### config.mk
export PLATFORM = sky130hd
export DESIGN_NAME = count_display_driver
export DESIGN_NICKNAME = d
export VERILOG_FILES = /design/src/rtl/count_display_driver.sv
export SDC_FILE = /design/constraint.sdc
export NUM_CORES = 1
export LEC_CHECK = 0
export ABC_AREA = 1
export BUFFER_PORTS_ARGS = -buffer_cell sky130_fd_sc_hd__buf_2
export CORE_UTILIZATION = 49
export CTS_CLUSTER_DIAMETER = 150
export DETAILED_ROUTE_END_ITERATION = 10
export PLACE_DENSITY = 0.67
export SYNTH_ARGS = -nofsm -noshare
export SYNTH_HDL_FRONTEND = slang
export SYNTH_SLANG_ARGS = --single-unit
### constraint.sdc
create_clock -name clk -period 1.8 [get_ports clk]
set_input_delay 0 -clock clk [delete_from_list [all_inputs] [get_ports clk]]
set_output_delay 0 -clock clk [all_outputs]
set_load 0.01 [all_outputs]
### src/rtl/count_display_driver.sv
// Binary-to-BCD shift-add-3 converter feeding a scanned common-anode 7-segment display.
// Optional build macro: LEADING_ZERO_BLANK_EN blanks zero digits above the highest nonzero digit.
module count_display_driver #(
  parameter int WIDTH    = 4,
  parameter int DIGITS   = 2,
  parameter int SCAN_DIV = 1000
) (
  input  logic                clk,
  input  logic                rst_n,
  input  logic [WIDTH-1:0]    din,
  input  logic                din_valid,
  output logic                din_ready,
  output logic [4*DIGITS-1:0] bcd_out,
  output logic                bcd_valid,
  output logic [6:0]          seg,
  output logic [DIGITS-1:0]   an
);

  localparam int CW = (WIDTH > 1) ? $clog2(WIDTH) : 1;
  localparam int PW = (SCAN_DIV > 1) ? $clog2(SCAN_DIV) : 1;
  localparam int IW = (DIGITS > 1) ? $clog2(DIGITS) : 1;
  localparam logic [CW-1:0]     CNT_LAST   = CW'(WIDTH - 1);
  localparam logic [PW-1:0]     PRESC_LAST = PW'(SCAN_DIV - 1);
  localparam logic [IW-1:0]     IDX_LAST   = IW'(DIGITS - 1);
  localparam logic [DIGITS-1:0] AN_RESET   = ~DIGITS'(1);
  localparam logic [6:0]        SEG_ZERO   = 7'b1000000;
  localparam logic [6:0]        SEG_BLANK  = 7'b1111111;

  typedef enum logic {IDLE, CONV} state_t;
  state_t state, next_state;

  logic [WIDTH-1:0]    shreg, shreg_sh;
  logic [4*DIGITS-1:0] acc, acc_adj, acc_sh;
  logic [CW-1:0]       cnt;
  logic                accept, done;

  logic [PW-1:0] presc;
  logic [IW-1:0] idx, idx_next;
  logic          wrap;
  logic [3:0]    nib;
  logic          blank;

  function automatic logic [6:0] decode7(input logic [3:0] d);
    case (d)
      4'd0:    decode7 = 7'b1000000;
      4'd1:    decode7 = 7'b1111001;
      4'd2:    decode7 = 7'b0100100;
      4'd3:    decode7 = 7'b0110000;
      4'd4:    decode7 = 7'b0011001;
      4'd5:    decode7 = 7'b0010010;
      4'd6:    decode7 = 7'b0000010;
      4'd7:    decode7 = 7'b1111000;
      4'd8:    decode7 = 7'b0000000;
      4'd9:    decode7 = 7'b0010000;
      default: decode7 = SEG_BLANK;
    endcase
  endfunction

  always_ff @(posedge clk or negedge rst_n) begin
    if (!rst_n) state <= IDLE;
    else        state <= next_state;
  end

  always_comb begin
    next_state = state;
    case (state)
      IDLE:    if (accept) next_state = CONV;
      CONV:    if (done)   next_state = IDLE;
      default: next_state = IDLE;
    endcase
  end

  always_comb begin
    accept = (state == IDLE) && din_valid;
    done   = (state == CONV) && (cnt == CNT_LAST);
  end

  // One shift-add-3 step: correct every nibble >=5, then shift {acc,shreg} left by one.
  always_comb begin
    acc_adj = acc;
    for (int i = 0; i < DIGITS; i++) begin
      if (acc[4*i +: 4] >= 4'd5) acc_adj[4*i +: 4] = acc[4*i +: 4] + 4'd3;
    end
    {acc_sh, shreg_sh} = {acc_adj, shreg} << 1;
  end

  always_ff @(posedge clk or negedge rst_n) begin
    if (!rst_n) begin
      shreg     <= '0;
      acc       <= '0;
      cnt       <= '0;
      bcd_out   <= '0;
      bcd_valid <= 1'b0;
      din_ready <= 1'b1;
    end else begin
      bcd_valid <= done;
      din_ready <= (next_state == IDLE);
      if (accept) begin
        shreg <= din;
        acc   <= '0;
        cnt   <= '0;
      end else if (state == CONV) begin
        shreg <= shreg_sh;
        acc   <= acc_sh;
        cnt   <= cnt + 1'b1;
        if (done) bcd_out <= acc_sh;
      end
    end
  end

  always_comb begin
    wrap     = (presc == PRESC_LAST);
    idx_next = (idx == IDX_LAST) ? '0 : idx + 1'b1;
  end

`ifdef LEADING_ZERO_BLANK_EN
  logic [IW-1:0] lead;
`endif

  // Selects the digit that becomes active on the next scan step; lead tracks the top nonzero digit.
  always_comb begin
    nib = '0;
`ifdef LEADING_ZERO_BLANK_EN
    lead = '0;
`endif
    for (int i = 0; i < DIGITS; i++) begin
      if (idx_next == IW'(i)) nib = bcd_out[4*i +: 4];
`ifdef LEADING_ZERO_BLANK_EN
      if (bcd_out[4*i +: 4] != 4'd0) lead = IW'(i);
`endif
    end
`ifdef LEADING_ZERO_BLANK_EN
    blank = (idx_next > lead);
`else
    blank = 1'b0;
`endif
  end

  always_ff @(posedge clk or negedge rst_n) begin
    if (!rst_n) begin
      presc <= '0;
      idx   <= '0;
      an    <= AN_RESET;
      seg   <= SEG_ZERO;
    end else if (wrap) begin
      presc <= '0;
      idx   <= idx_next;
      an    <= ~(DIGITS'(1) << idx_next);
      seg   <= blank ? SEG_BLANK : decode7(nib);
    end else begin
      presc <= presc + 1'b1;
    end
  end

endmodule

### Yosys cells after proc, flatten, opt, wreduce, memory -nomap -nowiden

Memory sizes are Yosys's and may differ from the RTL's. A register that Yosys moved wholly into a read port is not among the register bits.
Cells that the tools add are included.

* add/sub/neg operators: 5
* $lt $le $gt $ge: 2
* equal/unequal tests: 2
* shift-type cells: 1
* multiplexer cells: 14
* bitwise gates (word level): 4
* reduce and logical (&&, ||, !) cells: 5

Operators by type and width (number)
* two-way mux 4 bit: 4
* two-way mux 8 bit: 2
* adder 10 x 1 -> 10 bit, second input constant: 1
* equality test 10 bit, second input constant: 1
* two-way mux 10 bit: 1
* >= comparator 4 x 3 -> 1 bit, second input constant: 2
* adder 4 x 2 -> 4 bit, second input constant: 1
* two-way mux 2 bit: 2
* adder 3 x 2 -> 3 bit, second input constant: 1
* two-way mux 1 bit: 3
* two-way mux 3 bit: 1
* inverter 1 bit: 3
* AND reduction 3 bit: 1
* adder 2 x 1 -> 2 bit, second input constant: 1
* equality test 2 bit, second input constant: 1
* logical AND 1 bit: 2
* inverter 2 bit: 1
* one-hot mux 1 bit (2 select lines): 1
* nonzero test 2 bit: 1
* left shift 1 x 1 -> 2 bit, first input constant: 1
* adder 1 bit, second input constant: 1
* logical NOT 1 bit: 1

* bits in registers: 38
* bits in read-only memories: 112
* input bits: 7
* output and inout port bits: 19
* logic and storage cells: 44
* memories: 1

Memories
* (name not given): words 16, bits a word 7, rd ports 1, clocked after memory_dff 1, write ports 0, RTL line 44 `case (d)`

### Longest topological paths before layout

Gate-level depths: netlist of run 1.

* depth in word-level cells: 5
* gate-level depth with buffers: 11
* mapped depth without buffers: 11

### Least setup slack after synthesis of run 1

No wires, ideal clock.

* kind: reg2reg
* start: register, netlist name an[0]
* end: register seg[3]
* arrival time: 1336 ps
* slack: 347 ps
* stages on the path, launching flop included: 11
* path buffers: 0
* cell sequence: dfrtp_1 > inv_2 > nand2_1 > nand2_1 > inv_1 > ha_1 > nand2_1 > nand3_1 > nand2_1 > nand2_1 > nand2_1

RTL lines
* end: declaration: RTL line 15 `output logic [6:0] seg,`

==> metrics.md, run 1 <==
| Metric | Value |
|---|---|
| Total track usage | `19.0%` |
| Cell with the most instances on the worst path | `sky130_fd_sc_hd__nand2_1` |
| Final-stage net count | `around 330` |
| Number of filler cells placed in the layout | `392` |
| Final Wtd Congestion | `0.885` |
| Syn nets | `290` |
| Maximum number of pins on one net before global-route repair | `24` |
| Fin Setup TNS | `0 ns` |
| Worst setup endpoint | `seg[3]$_DFFE_PN0N_` |
| Combined area of all synthesized cells | `0.00224 mm2` |
| N_diodes | `0` |
| Max Root-Sink Buffers | `2` |
| Cell family with most CP delay | `simple AND/OR/NAND/NOR gates` |
| Per-instance average area after synthesis | `between 8 and 9 um2` |
| TritonCTS clock tree | `done` |
| Via Count | `1779` |
| Number of distinct library cell variants in the gate-level netlist after synthesis | `29` |
| Required time of the critical path | `2.00 ns` |
| Final hold violations | `0` |
| Endpoint kind of the worst setup timing path | `flip-flop` |
| Post-CTS setup buffers | `0` |
| Clock sink count | `44` |
| GRT met2 Usage | `30.3%` |
| First-pass GRT wire length | `~7200 um` |
| Setup crit start | `an[0]$_DFFE_PN0N_` |
| Simple-gate area share of the yosys netlist | `27.2%` |
| Final wirelength | `4270 um` |
| Setup WS post-layout | `about 0.21 ns` |
| Critical path start-end classification | `flip-flop to flip-flop` |
| Fraction of layout instances using a drive strength above 1 | `16.5%` |
| Run status | `complete, no violations` |
| Switching fraction of total power | `39.5%` |
| Routing usage on met3 | `under 10%` |
| Max Clk Rate | `630 MHz` |
| Buffering stage count on the worst path with inverters included | `2` |
| Clock edge transition at the registers on the reported setup and hold paths | `roughly 0.08 ns` |
| Headroom to the max-slew limit | `66.2%` |
| Post-CTS Resized | `0` |
| Seq/Total Area, Yosys | `49.3%` |
| Count of pins over their slew limit | `0` |
| Initial antenna violation count | `0` |
| Summed area of non-filler cells in the final layout | `about 0.0026 mm2` |
| PD cells | `1390 mW/mm2` |
| Global-route congestion overflow total | `0` |
| Number of flip-flops and latches in the synthesized netlist | `44` |
| Number of placed cells counting well taps | `approximately 350` |
| Number of I/O pins | `26` |
| Commonest cells after routing, fill and taps aside | `93 x sky130_fd_sc_hd__nand2_1, 41 x sky130_fd_sc_hd__dfrtp_1, 34 x sky130_fd_sc_hd__inv_1, 25 x sky130_fd_sc_hd__nand3_1, 25 x sky130_fd_sc_hd__buf_2` |
| LEAKAGE | `1.39 nW` |
| Share of total power in combinational logic | `about two fifths` |
| Number of cells on the critical path | `10` |
| Number of instances in the synthesized netlist | `between 200 and 300` |
| Number of placement rows | `24` |
| Worst IR drop on VDD | `~0.76 mV` |
| Post-Layout Cell Count | `between 300 and 400` |
| Die area | `0.00484 mm2` |
| Reg-to-reg startpoint | `an[0]$_DFFE_PN0N_` |
| Tmin final | `1.59 ns` |
| Startpoint type of the worst setup path | `flip-flop` |
| Placed Instance Area | `between 0.002 and 0.0025 mm2` |
| Remaining antenna violation count after routing | `0` |
| Total Power Consumption | `3.63 mW` |
| Worst reg-to-reg setup slack | `0.21 ns` |
| Number of CTS-inserted buffers | `5` |
| Number of H-tree branching levels | `2` |
| Final number of setup-violating endpoints | `0` |
| Fraction of synthesized cell area in xor and xnor cells | `2.35%` |
| Initial Utilization | `between 50% and 60%` |
| Critical path arrival | `roughly 1.8 ns` |
| Source-to-sink clock delay at the later pin of the worst-skew pair | `approximately 0.3 ns` |
| Post-synthesis compound-gate area fraction | `around 8%` |
| Maximum fanout encountered on the critical timing path | `8` |
| Post-detail-place hpwl | `3090 um` |
| Unrepaired setup endpoints after global routing | `no` |
| CTS Hold Bufs | `5` |
| Internal power component | `2.19 mW` |
| Share of total power in sequential cells | `39.9%` |
| Period utilization | `88.2%` |
| Layout overhead on the synthesized area | `16.2%` |
| Number of iterations in the first detailed-routing pass | `6` |
| Dominant combinational cell family by area after synthesis | `simple AND/OR/NAND/NOR gates` |
| I/O Buffers | `25` |
| Worst R2R Path Depth | `10` |
| Commonest non-fill, non-tap cell in the layout | `sky130_fd_sc_hd__nand2_1` |
| Number of global-route vias before repair | `1580` |
| Cells along the critical path | `inv_2, nand2_1, nand2_1, inv_1, ha_1, nand2_1, nand3_1, nand2_1, nand2_1, nand2_1` |
| Post-Place Setup Slack | `0.230 ns` |
| Share of total power in the clock network | `around 21%` |
| Count of unresolved DRC violations after routing | `0` |
| CORE AREA | `0.00438 mm2` |
| Net switching power of the design | `1.43 mW` |
| Max-cap check violation count | `0` |
| Fraction of the mapped netlist area in adder cells | `under 10%` |
| Post-DR vias/cell | `roughly 4.9` |
| Slew at the pin with the worst max-slew slack | `a little over 0.5 ns` |
| Detailed-route wire length per cell | `11.8 um` |
| WHS | `0.0751 ns` |
| Max stage delay on crit path | `0.46 ns` |
| Die width | `69.6 um` |
| Warnings, synthesis | `0` |
| Mux cell area share after synthesis | `0%` |
| Class of the most critical hold timing path | `input pin to flip-flop` |
| Height of the chip | `~70 um` |
| Gr busiest metal | `met2` |
| Largest clock skew in the final design | `~0.0038 ns` |
| Starting DRC count in detailed routing | `108` |
| Master of the slowest instance on the critical path | `sky130_fd_sc_hd__dfrtp_1` |
| Cell chosen for the clock root | `sky130_fd_sc_hd__clkbuf_8` |
| Global Route met1 Usage | `25.1%` |
| Reg2Reg Capture Point | `seg[3]$_DFFE_PN0N_` |
| Finished Core Util | `59.4%` |
## layout make-up
type	count	area, um2	share of cell area (%)
clock inverter	2	35.0	1.35
tap	52	65.1	2.50
multi-input combinational	189	976	37.5
inverter	35	131	5.05
clock buffer	6	72.6	2.79
timing repair buffer	34	218	8.37
sequential	44	1100	42.5
## power by group through the flow
stage / combinational, mW / clock, mW / sequential [mW]
floorplan: 1.02 / 0 / 1.45
CTS: 1.43 / 0.771 / 1.45
global route: 1.64 / 0.803 / 1.48
finish: 1.43 / 0.752 / 1.45
detailed placement: 1.40 / 0 / 1.47
global placement: 1.38 / 0 / 1.47
## how the worst min path moves through the flow
stage	start	endpoint	slack (ns)	cells past startpoint
after floorplan	rst_n	acc[0]$_DFFE_PN0P_	-0.30	0
after global placement	rst_n	seg[2]$_DFFE_PN0N_	0.0004	1
after detailed placement	rst_n	seg[2]$_DFFE_PN0N_	0.002	1
after CTS	din_valid	shreg[0]$_DFFE_PN0P_	0.06	5
after global routing	din_valid	shreg[0]$_DFFE_PN0P_	0.11	5
final	din_valid	shreg[2]$_DFFE_PN0P_	0.08	5
## sequential cells by signal (all words and copies together), names as in the netlist, 2 cells and up
register and flops:
cnt 2, acc 8, bcd_out 8, seg 7, shreg 4, presc 10, an 2
## worst min-delay path: stages
cell and delay, ns:
sky130_fd_sc_hd__buf_2 0.11, sky130_fd_sc_hd__inv_1 0.04, sky130_fd_sc_hd__nor2_1 0.06, sky130_fd_sc_hd__nand2_1 0.06, sky130_fd_sc_hd__nand3_1 0.06
## cells in the mapped netlist
master / instances / share of area [%]
sky130_fd_sc_hd__a21oi_1: 4 / 0.89
sky130_fd_sc_hd__a22o_1: 1 / 0.39
sky130_fd_sc_hd__buf_2: 1 / 0.22
sky130_fd_sc_hd__buf_4: 1 / 0.34
sky130_fd_sc_hd__buf_6: 1 / 0.50
sky130_fd_sc_hd__clkbuf_1: 1 / 0.17
sky130_fd_sc_hd__dfrtp_1: 41 / 46
sky130_fd_sc_hd__dfstp_2: 3 / 3.5
sky130_fd_sc_hd__ha_1: 11 / 6.1
sky130_fd_sc_hd__inv_1: 34 / 5.7
sky130_fd_sc_hd__inv_2: 1 / 0.17
sky130_fd_sc_hd__nand2_1: 93 / 16
sky130_fd_sc_hd__nand2_2: 2 / 0.56
sky130_fd_sc_hd__nand2_4: 2 / 1.0
sky130_fd_sc_hd__nand3_1: 25 / 5.6
sky130_fd_sc_hd__nand4_1: 1 / 0.28
sky130_fd_sc_hd__nand4_2: 1 / 0.56
sky130_fd_sc_hd__nor2_1: 12 / 2.0
sky130_fd_sc_hd__nor2_2: 3 / 0.84
sky130_fd_sc_hd__nor3_1: 2 / 0.45
sky130_fd_sc_hd__o211ai_1: 2 / 0.67
sky130_fd_sc_hd__o21ai_0: 17 / 3.8
sky130_fd_sc_hd__o21ai_1: 1 / 0.22
sky130_fd_sc_hd__o21ai_2: 1 / 0.39
sky130_fd_sc_hd__o21ai_4: 1 / 0.73
sky130_fd_sc_hd__o22ai_1: 3 / 0.84
sky130_fd_sc_hd__or2_2: 1 / 0.28
sky130_fd_sc_hd__xnor2_1: 1 / 0.39
sky130_fd_sc_hd__xor2_1: 5 / 2.0
## per-layer routing
metal	routed length, um	vias to the layer above
met5	0	-
met4	69	0
met3	154	10
met2	1950	41
met1	2100	793
li1	-	935
## logic make-up (layout without fill, tap and decap cells)
family / Yosys count / count (layout)
flops: 44 / 44
compound gates: 30 / 30
buf+inv: 39 / 77
xor+xnor: 6 / 6
simple gates: 142 / 142
fa+ha+maj: 11 / 11
(Power assumes the default switching activity.)
==> run 2, diff against run 1 <==
BUFFER_PORTS_ARGS = unset   (was -buffer_cell sky130_fd_sc_hd__buf_2)
DONT_BUFFER_PORTS = 1   (was unset)
PLACE_DENSITY = 0.62   (was 0.67)
SLEW_MARGIN = 40   (was unset)
==> run 2 against run 1 <==
Global-route usage rose by 0.26 points. Register-to-register slack worse by 0.03 ns. Clock-buffer cell count is the same. Combinational power fell by 10%. Routed wire length down 1.0%. Non-clock buffer count decreased by 20. Largest power group unchanged. Worst hold slack got worse by 0.046 ns. Sequential share of layout area increased by 0.94 points. Utilization shrank 1.3 points. Critical path depth stayed put. Sequential cell count stayed put. Clock skew is 0.0042 ns higher.
==> metrics.md, run 2 (synthesis results as in run 1) <==
| Metric | Value |
|---|---|
| Critical path arrival | `1.80 ns` |
| I/O Buffers | `0` |
| Largest clock skew in the final design | `between 0.008 and 0.009 ns` |
| Required time of the critical path | `1.99 ns` |
| Worst reg-to-reg setup slack | `0.19 ns` |
| Post-CTS setup buffers | `0` |
| Source-to-sink clock delay at the later pin of the worst-skew pair | `0.29 ns` |
| TritonCTS clock tree | `done` |
| Count of pins over their slew limit | `0` |
| Share of total power in combinational logic | `35.7%` |
| Startpoint type of the worst setup path | `flip-flop` |
| Die width | `between 60 and 70 um` |
| Number of H-tree branching levels | `2` |
| Largest register FFs | `10` |
| Remaining antenna violation count after routing | `0` |
| Height of the chip | `69.6 um` |
| Count of unresolved DRC violations after routing | `0` |
| Post-DR vias/cell | `5.06` |
| Number of placement rows | `24` |
| Class of the most critical hold timing path | `input pin to flip-flop` |
| Initial antenna violation count | `0` |
| Post-CTS Resized | `0` |
| Final-stage net count | `307` |
| Endpoint kind of the worst setup timing path | `flip-flop` |
| Post-detail-place hpwl | `3090 um` |
| Clock sink count | `44` |
| N_diodes | `0` |
| Worst IR drop on VDD | `~0.8 mV` |
| LEAKAGE | `1.29 nW` |
| Starting DRC count in detailed routing | `70` |
| Max stage delay on crit path | `0.47 ns` |
| Share of total power in the clock network | `22.1%` |
| CTS Hold Bufs | `10` |
| Cells along the critical path | `inv_2, nand2_1, nand2_1, inv_1, ha_1, nand2_1, nand3_1, nand2_1, nand2_1, nand2_1` |
| Commonest cells after routing, fill and taps aside | `93 x sky130_fd_sc_hd__nand2_1, 41 x sky130_fd_sc_hd__dfrtp_1, 34 x sky130_fd_sc_hd__inv_1, 25 x sky130_fd_sc_hd__nand3_1, 17 x sky130_fd_sc_hd__o21ai_0` |
| Die area | `between 0.004 and 0.005 mm2` |
| Fraction of layout instances using a drive strength above 1 | `under 10%` |
| Detailed-route wire length per cell | `~12 um` |
| Via Count | `1729` |
| Cell family with most CP delay | `flip-flops` |
| Post-Place Setup Slack | `~0.20 ns` |
| Net switching power of the design | `between 1 and 1.5 mW` |
| Critical path start-end classification | `flip-flop to flip-flop` |
| Initial Utilization | `slightly above 50%` |
| Largest register by flop count | `presc` |
| CORE AREA | `0.00438 mm2` |
| Clock edge transition at the registers on the reported setup and hold paths | `~0.08 ns` |
| Maximum fanout encountered on the critical timing path | `8` |
| Setup WS post-layout | `0.188 ns` |
| Cell chosen for the clock root | `sky130_fd_sc_hd__clkbuf_8` |
| Internal power component | `2.18 mW` |
| Maximum number of pins on one net before global-route repair | `45` |
| Number of iterations in the first detailed-routing pass | `4` |
| Max Root-Sink Buffers | `2` |
| Final wirelength | `between 4000 and 5000 um` |
| Period utilization | `around 90%` |
| Unrepaired setup endpoints after global routing | `no` |
| Global-route congestion overflow total | `0` |
| Max-cap check violation count | `0` |
| Cell with the most instances on the worst path | `sky130_fd_sc_hd__nand2_1` |
| Slew at the pin with the worst max-slew slack | `0.494 ns` |
| Run status | `complete, no violations` |
| Max Clk Rate | `620 MHz` |
| Buffering stage count on the worst path with inverters included | `2` |
| Share of total power in sequential cells | `42.2%` |
| Total track usage | `a little under 20%` |
| Layout overhead on the synthesized area | `13.7%` |
| Final number of setup-violating endpoints | `0` |
| Master of the slowest instance on the critical path | `sky130_fd_sc_hd__dfrtp_1` |
| Final Wtd Congestion | `around 0.84` |
| Final hold violations | `0` |
| Switching fraction of total power | `roughly two fifths` |
| First-pass GRT wire length | `7270 um` |
| Number of CTS-inserted buffers | `5` |
| Headroom to the max-slew limit | `66.9%` |
| Largest registers | `presc x10, acc x8, bcd_out x8` |
| Number of global-route vias before repair | `about 1600` |
| Fin Setup TNS | `0 ns` |
| PD cells | `1410 mW/mm2` |
| Tmin final | `1.61 ns` |
| Number of I/O pins | `26` |
| Commonest non-fill, non-tap cell in the layout | `sky130_fd_sc_hd__nand2_1` |
-- run 2: final cells by class --
cell class	count	area, um2
clock inverters	2	38.8
inverters	35	131
fillers	394	1840
well taps	52	65.1
repair buffers	14	148
flip-flops and latches	44	1100
multi-input cells	189	976
clock buffers	6	82.6
-- run 2: through the flow --
| stage | instance area (um2) | total power [mW] | hold WS [ns] | utilization (%) | instances |
|---|---|---|---|---|---|
| floorplan | 2240 | 2.47 | -0.296 | - | 272 |
| global placement | 2310 | 2.76 | -0.295 | 52.6 | 324 |
| detailed placement | 2310 | 2.77 | -0.295 | 52.6 | 324 |
| CTS | 2550 | 3.62 | 0.0223 | 58.1 | 342 |
| global route | 2550 | 3.90 | 0.0177 | 58.1 | 342 |
| finish | 2550 | 3.58 | 0.0295 | 58.1 | 342 |
-- run 2: worst reg2reg max path, cell delays in order, from the launching register on --
cell and delay (ns):
sky130_fd_sc_hd__dfrtp_1 0.47, sky130_fd_sc_hd__inv_2 0.18, sky130_fd_sc_hd__nand2_1 0.07, sky130_fd_sc_hd__nand2_1 0.12
sky130_fd_sc_hd__inv_1 0.10, sky130_fd_sc_hd__ha_1 0.30, sky130_fd_sc_hd__nand2_1 0.06, sky130_fd_sc_hd__nand3_1 0.06
sky130_fd_sc_hd__nand2_1 0.06, sky130_fd_sc_hd__nand2_1 0.06, sky130_fd_sc_hd__nand2_1 0.04
-- run 2: worst paths after layout --
check | startpoint | end | cells past startpoint
setup / recovery | an[0]$_DFFE_PN0N_ | seg[3]$_DFFE_PN0N_ | 10
hold / removal | din_valid | acc[4]$_DFFE_PN0P_ | 4
setup reg to reg | an[0]$_DFFE_PN0N_ | seg[3]$_DFFE_PN0N_ | 10
hold reg to reg | seg[6]$_DFFE_PN1N_ | seg[6]$_DFFE_PN1N_ | 2
max in group asynchronous | rst_n | din_ready$_DFF_PN1_ | 2
min in group asynchronous | rst_n | presc[6]$_DFF_PN0_ | 2
-- run 2: power by group through the flow --
stage / registers [mW] / logic [mW] / clock network, mW
4_1_cts: 1.52 / 1.28 / 0.818
3_5_place_dp: 1.54 / 1.23 / 0
5_1_grt: 1.55 / 1.48 / 0.861
6_report: 1.51 / 1.28 / 0.790
2_1_floorplan: 1.45 / 1.02 / 0
3_3_place_gp: 1.54 / 1.22 / 0
-- run 2: routing by layer --
layer  track usage [%]  share of wire, %
met1              22.9                47
met2              31.7                49
met3              4.94               2.6
met4              10.7               1.8
met5                 0                 0
==> run 3, diff against run 2 <==
==> constraint.sdc (replaced) <==
create_clock -name clk -period 1.8 [get_ports clk]
set_input_delay 0.18 -clock clk [delete_from_list [all_inputs] [get_ports clk]]
set_output_delay 0.18 -clock clk [all_outputs]
set_load 0.01 [all_outputs]
==> run 3 against run 2 <==
Power shrank 0.42%. Global-route usage down 0.37 points. Fmax about the same. Critical path depth is the same. Combinational power about the same. Final area down 2.8%. Non-clock buffer count is 7 lower. Sequential cell count is the same. Worst setup slack worse by 0.00086 ns. Utilization is 1.6 points lower. Die area stayed put.
==> metrics.md, run 3 (synthesis results as in run 1) <==
| Metric | Value |
|---|---|
| Count of pins over their slew limit | `0` |
| Number of iterations in the first detailed-routing pass | `4` |
| Commonest non-fill, non-tap cell in the layout | `sky130_fd_sc_hd__nand2_1` |
| Detailed-route wire length per cell | `12.4 um` |
| Setup crit start | `an[0]$_DFFE_PN0N_` |
| Startpoint type of the worst setup path | `flip-flop` |
| Die area | `0.00484 mm2` |
| Summed area of non-filler cells in the final layout | `between 0.002 and 0.0025 mm2` |
| Tmin final | `1.61 ns` |
| Initial antenna violation count | `0` |
| Post-Layout Cell Count | `335` |
| Final Wtd Congestion | `0.836` |
| Critical path arrival | `1.80 ns` |
| Worst R2R Path Depth | `10` |
| Period utilization | `89.6%` |
| Number of H-tree branching levels | `2` |
| Multi-input gate area in the final layout | `976 um2` |
| Worst Hold Depth | `2` |
| CORE AREA | `~0.0044 mm2` |
| Headroom to the max-slew limit | `roughly 66%` |
| Endpoint kind of the worst setup timing path | `flip-flop` |
| Max-cap check violation count | `0` |
| Clock sink count | `44` |
| Final-stage net count | `300` |
| Slew at the pin with the worst max-slew slack | `~0.5 ns` |
| Class of the most critical hold timing path | `input pin to flip-flop` |
| Area of all sequential standard cells | `0.00110 mm2` |
| Largest register by flop count | `presc` |
| Hold Crit Endpoint | `shreg[2]$_DFFE_PN0P_` |
| Commonest cells after routing, fill and taps aside | `93 x sky130_fd_sc_hd__nand2_1, 41 x sky130_fd_sc_hd__dfrtp_1, 34 x sky130_fd_sc_hd__inv_1, 25 x sky130_fd_sc_hd__nand3_1, 17 x sky130_fd_sc_hd__o21ai_0` |
| Reg2Reg Capture Point | `seg[3]$_DFFE_PN0N_` |
| Reg-to-reg startpoint | `an[0]$_DFFE_PN0N_` |
| Run status | `complete, no violations` |
| Max Root-Sink Buffers | `2` |
| Maximum number of pins on one net before global-route repair | `45` |
| Initial Utilization | `51.1%` |
| PD cells | `1440 mW/mm2` |
| Fin Setup TNS | `0 ns` |
| Number of global-route vias before repair | `1587` |
| Remaining antenna violation count after routing | `0` |
| Via Count | `roughly 1700` |
| Worst reg-to-reg setup slack | `0.19 ns` |
| First-pass GRT wire length | `7120 um` |
| Largest register FFs | `10` |
| Clock edge transition at the registers on the reported setup and hold paths | `0.08 ns` |
| Max Clk Rate | `about 620 MHz` |
| Source-to-sink clock delay at the later pin of the worst-skew pair | `0.30 ns` |
| Starting DRC count in detailed routing | `71` |
| Number of I/O pins | `26` |
| Finished Core Util | `56.5%` |
| Final wirelength | `slightly above 4000 um` |
| Number of placed cells counting well taps | `324` |
| WHS | `0.0121 ns` |
| I/O Buffers | `0` |
| Number of filler cells placed in the layout | `just over 400` |
| Fraction of layout instances using a drive strength above 1 | `under 10%` |
| Cell chosen for the clock root | `sky130_fd_sc_hd__clkbuf_8` |
| Layout overhead on the synthesized area | `10.6%` |
| Number of CTS-inserted buffers | `5` |
| Number of placement rows | `24` |
| Final number of setup-violating endpoints | `0` |
| Count of unresolved DRC violations after routing | `0` |
| Largest clock skew in the final design | `0.00812 ns` |
| Post-DR vias/cell | `5.07` |
| Required time of the critical path | `1.99 ns` |
| Die width | `69.6 um` |
| TritonCTS clock tree | `done` |
| Height of the chip | `a little under 70 um` |
| Global-route congestion overflow total | `0` |
| N_diodes | `0` |
| Hold_sp | `din[2]` |
| Unrepaired setup endpoints after global routing | `no` |
| Placed Instance Area | `between 0.002 and 0.0025 mm2` |
| LEAKAGE | `1.27 nW` |
| Post-detail-place hpwl | `3090 um` |
| Worst IR drop on VDD | `0.788 mV` |
| Total track usage | `18.9%` |
| Maximum fanout encountered on the critical timing path | `8` |
| Final hold violations | `0` |
| Critical path start-end classification | `flip-flop to flip-flop` |
| Largest registers | `presc x10, acc x8, bcd_out x8` |
-- run 3: changes by cell type in the layout (fill, tap and decap cells not counted) --
cell	change
sky130_fd_sc_hd__dlygate4sd3_1	-7
-- run 3: where the power goes --
part	switching [mW]	leakage [nW]	internal, mW	total (mW)
clock network	0.342	0.0614	0.454	0.796
registers	0.264	0.556	1.25	1.51
logic	0.792	0.654	0.465	1.26
total	1.40	1.27	2.17	3.57
-- run 3: layout make-up --
class	instances	area share [%]
Clock inverter	2	1.57
Tap cell	52	2.63
Inverter	35	5.31
Timing Repair Buffer	7	3.13
Multi-Input combinational cell	189	39.4
Sequential cell	44	44.6
Clock buffer	6	3.34
-- run 3: how the worst max path moves through the flow --
| stage | endpoint | cells after the start |
|---|---|---|
| after floorplan | seg[3]$_DFFE_PN0N_ | 10 |
| after detailed placement | seg[0]$_DFFE_PN0N_ | 11 |
| after global routing | seg[3]$_DFFE_PN0N_ | 10 |
| after global placement | seg[3]$_DFFE_PN0N_ | 10 |
| after CTS | seg[3]$_DFFE_PN0N_ | 10 |
| final | seg[3]$_DFFE_PN0N_ | 10 |
-- run 3: timing repair --
action                                  CTS  global route
hold buffers                              3             0
endpoints found under the hold margin    45             0
endpoints found under the setup margin    0             0
resized for setup                         0             0
buffers inserted                          0             0
-- run 3: metrics by stage --
stage,total power [mW],setup slack [ns]
after floorplan,2.47,0.347
after global placement,2.76,0.262
after detailed placement,2.77,0.201
after CTS,3.61,0.191
after global routing,3.88,0.0559
final,3.57,0.187
-- run 3: critical path, cell delays in order (launching register included) --
cell and delay, ns:
sky130_fd_sc_hd__dfrtp_1 0.47, sky130_fd_sc_hd__inv_2 0.18, sky130_fd_sc_hd__nand2_1 0.07, sky130_fd_sc_hd__nand2_1 0.12
sky130_fd_sc_hd__inv_1 0.10, sky130_fd_sc_hd__ha_1 0.30, sky130_fd_sc_hd__nand2_1 0.06, sky130_fd_sc_hd__nand3_1 0.06
sky130_fd_sc_hd__nand2_1 0.06, sky130_fd_sc_hd__nand2_1 0.06, sky130_fd_sc_hd__nand2_1 0.04
-- run 3: layer usage --
layer,track usage [%],wire length (um),vias up
li1,-,-,879
met1,22.6,1930,782
met2,30.7,2000,29
met3,4.94,121,8
met4,10.7,91,0
met5,0,0,-
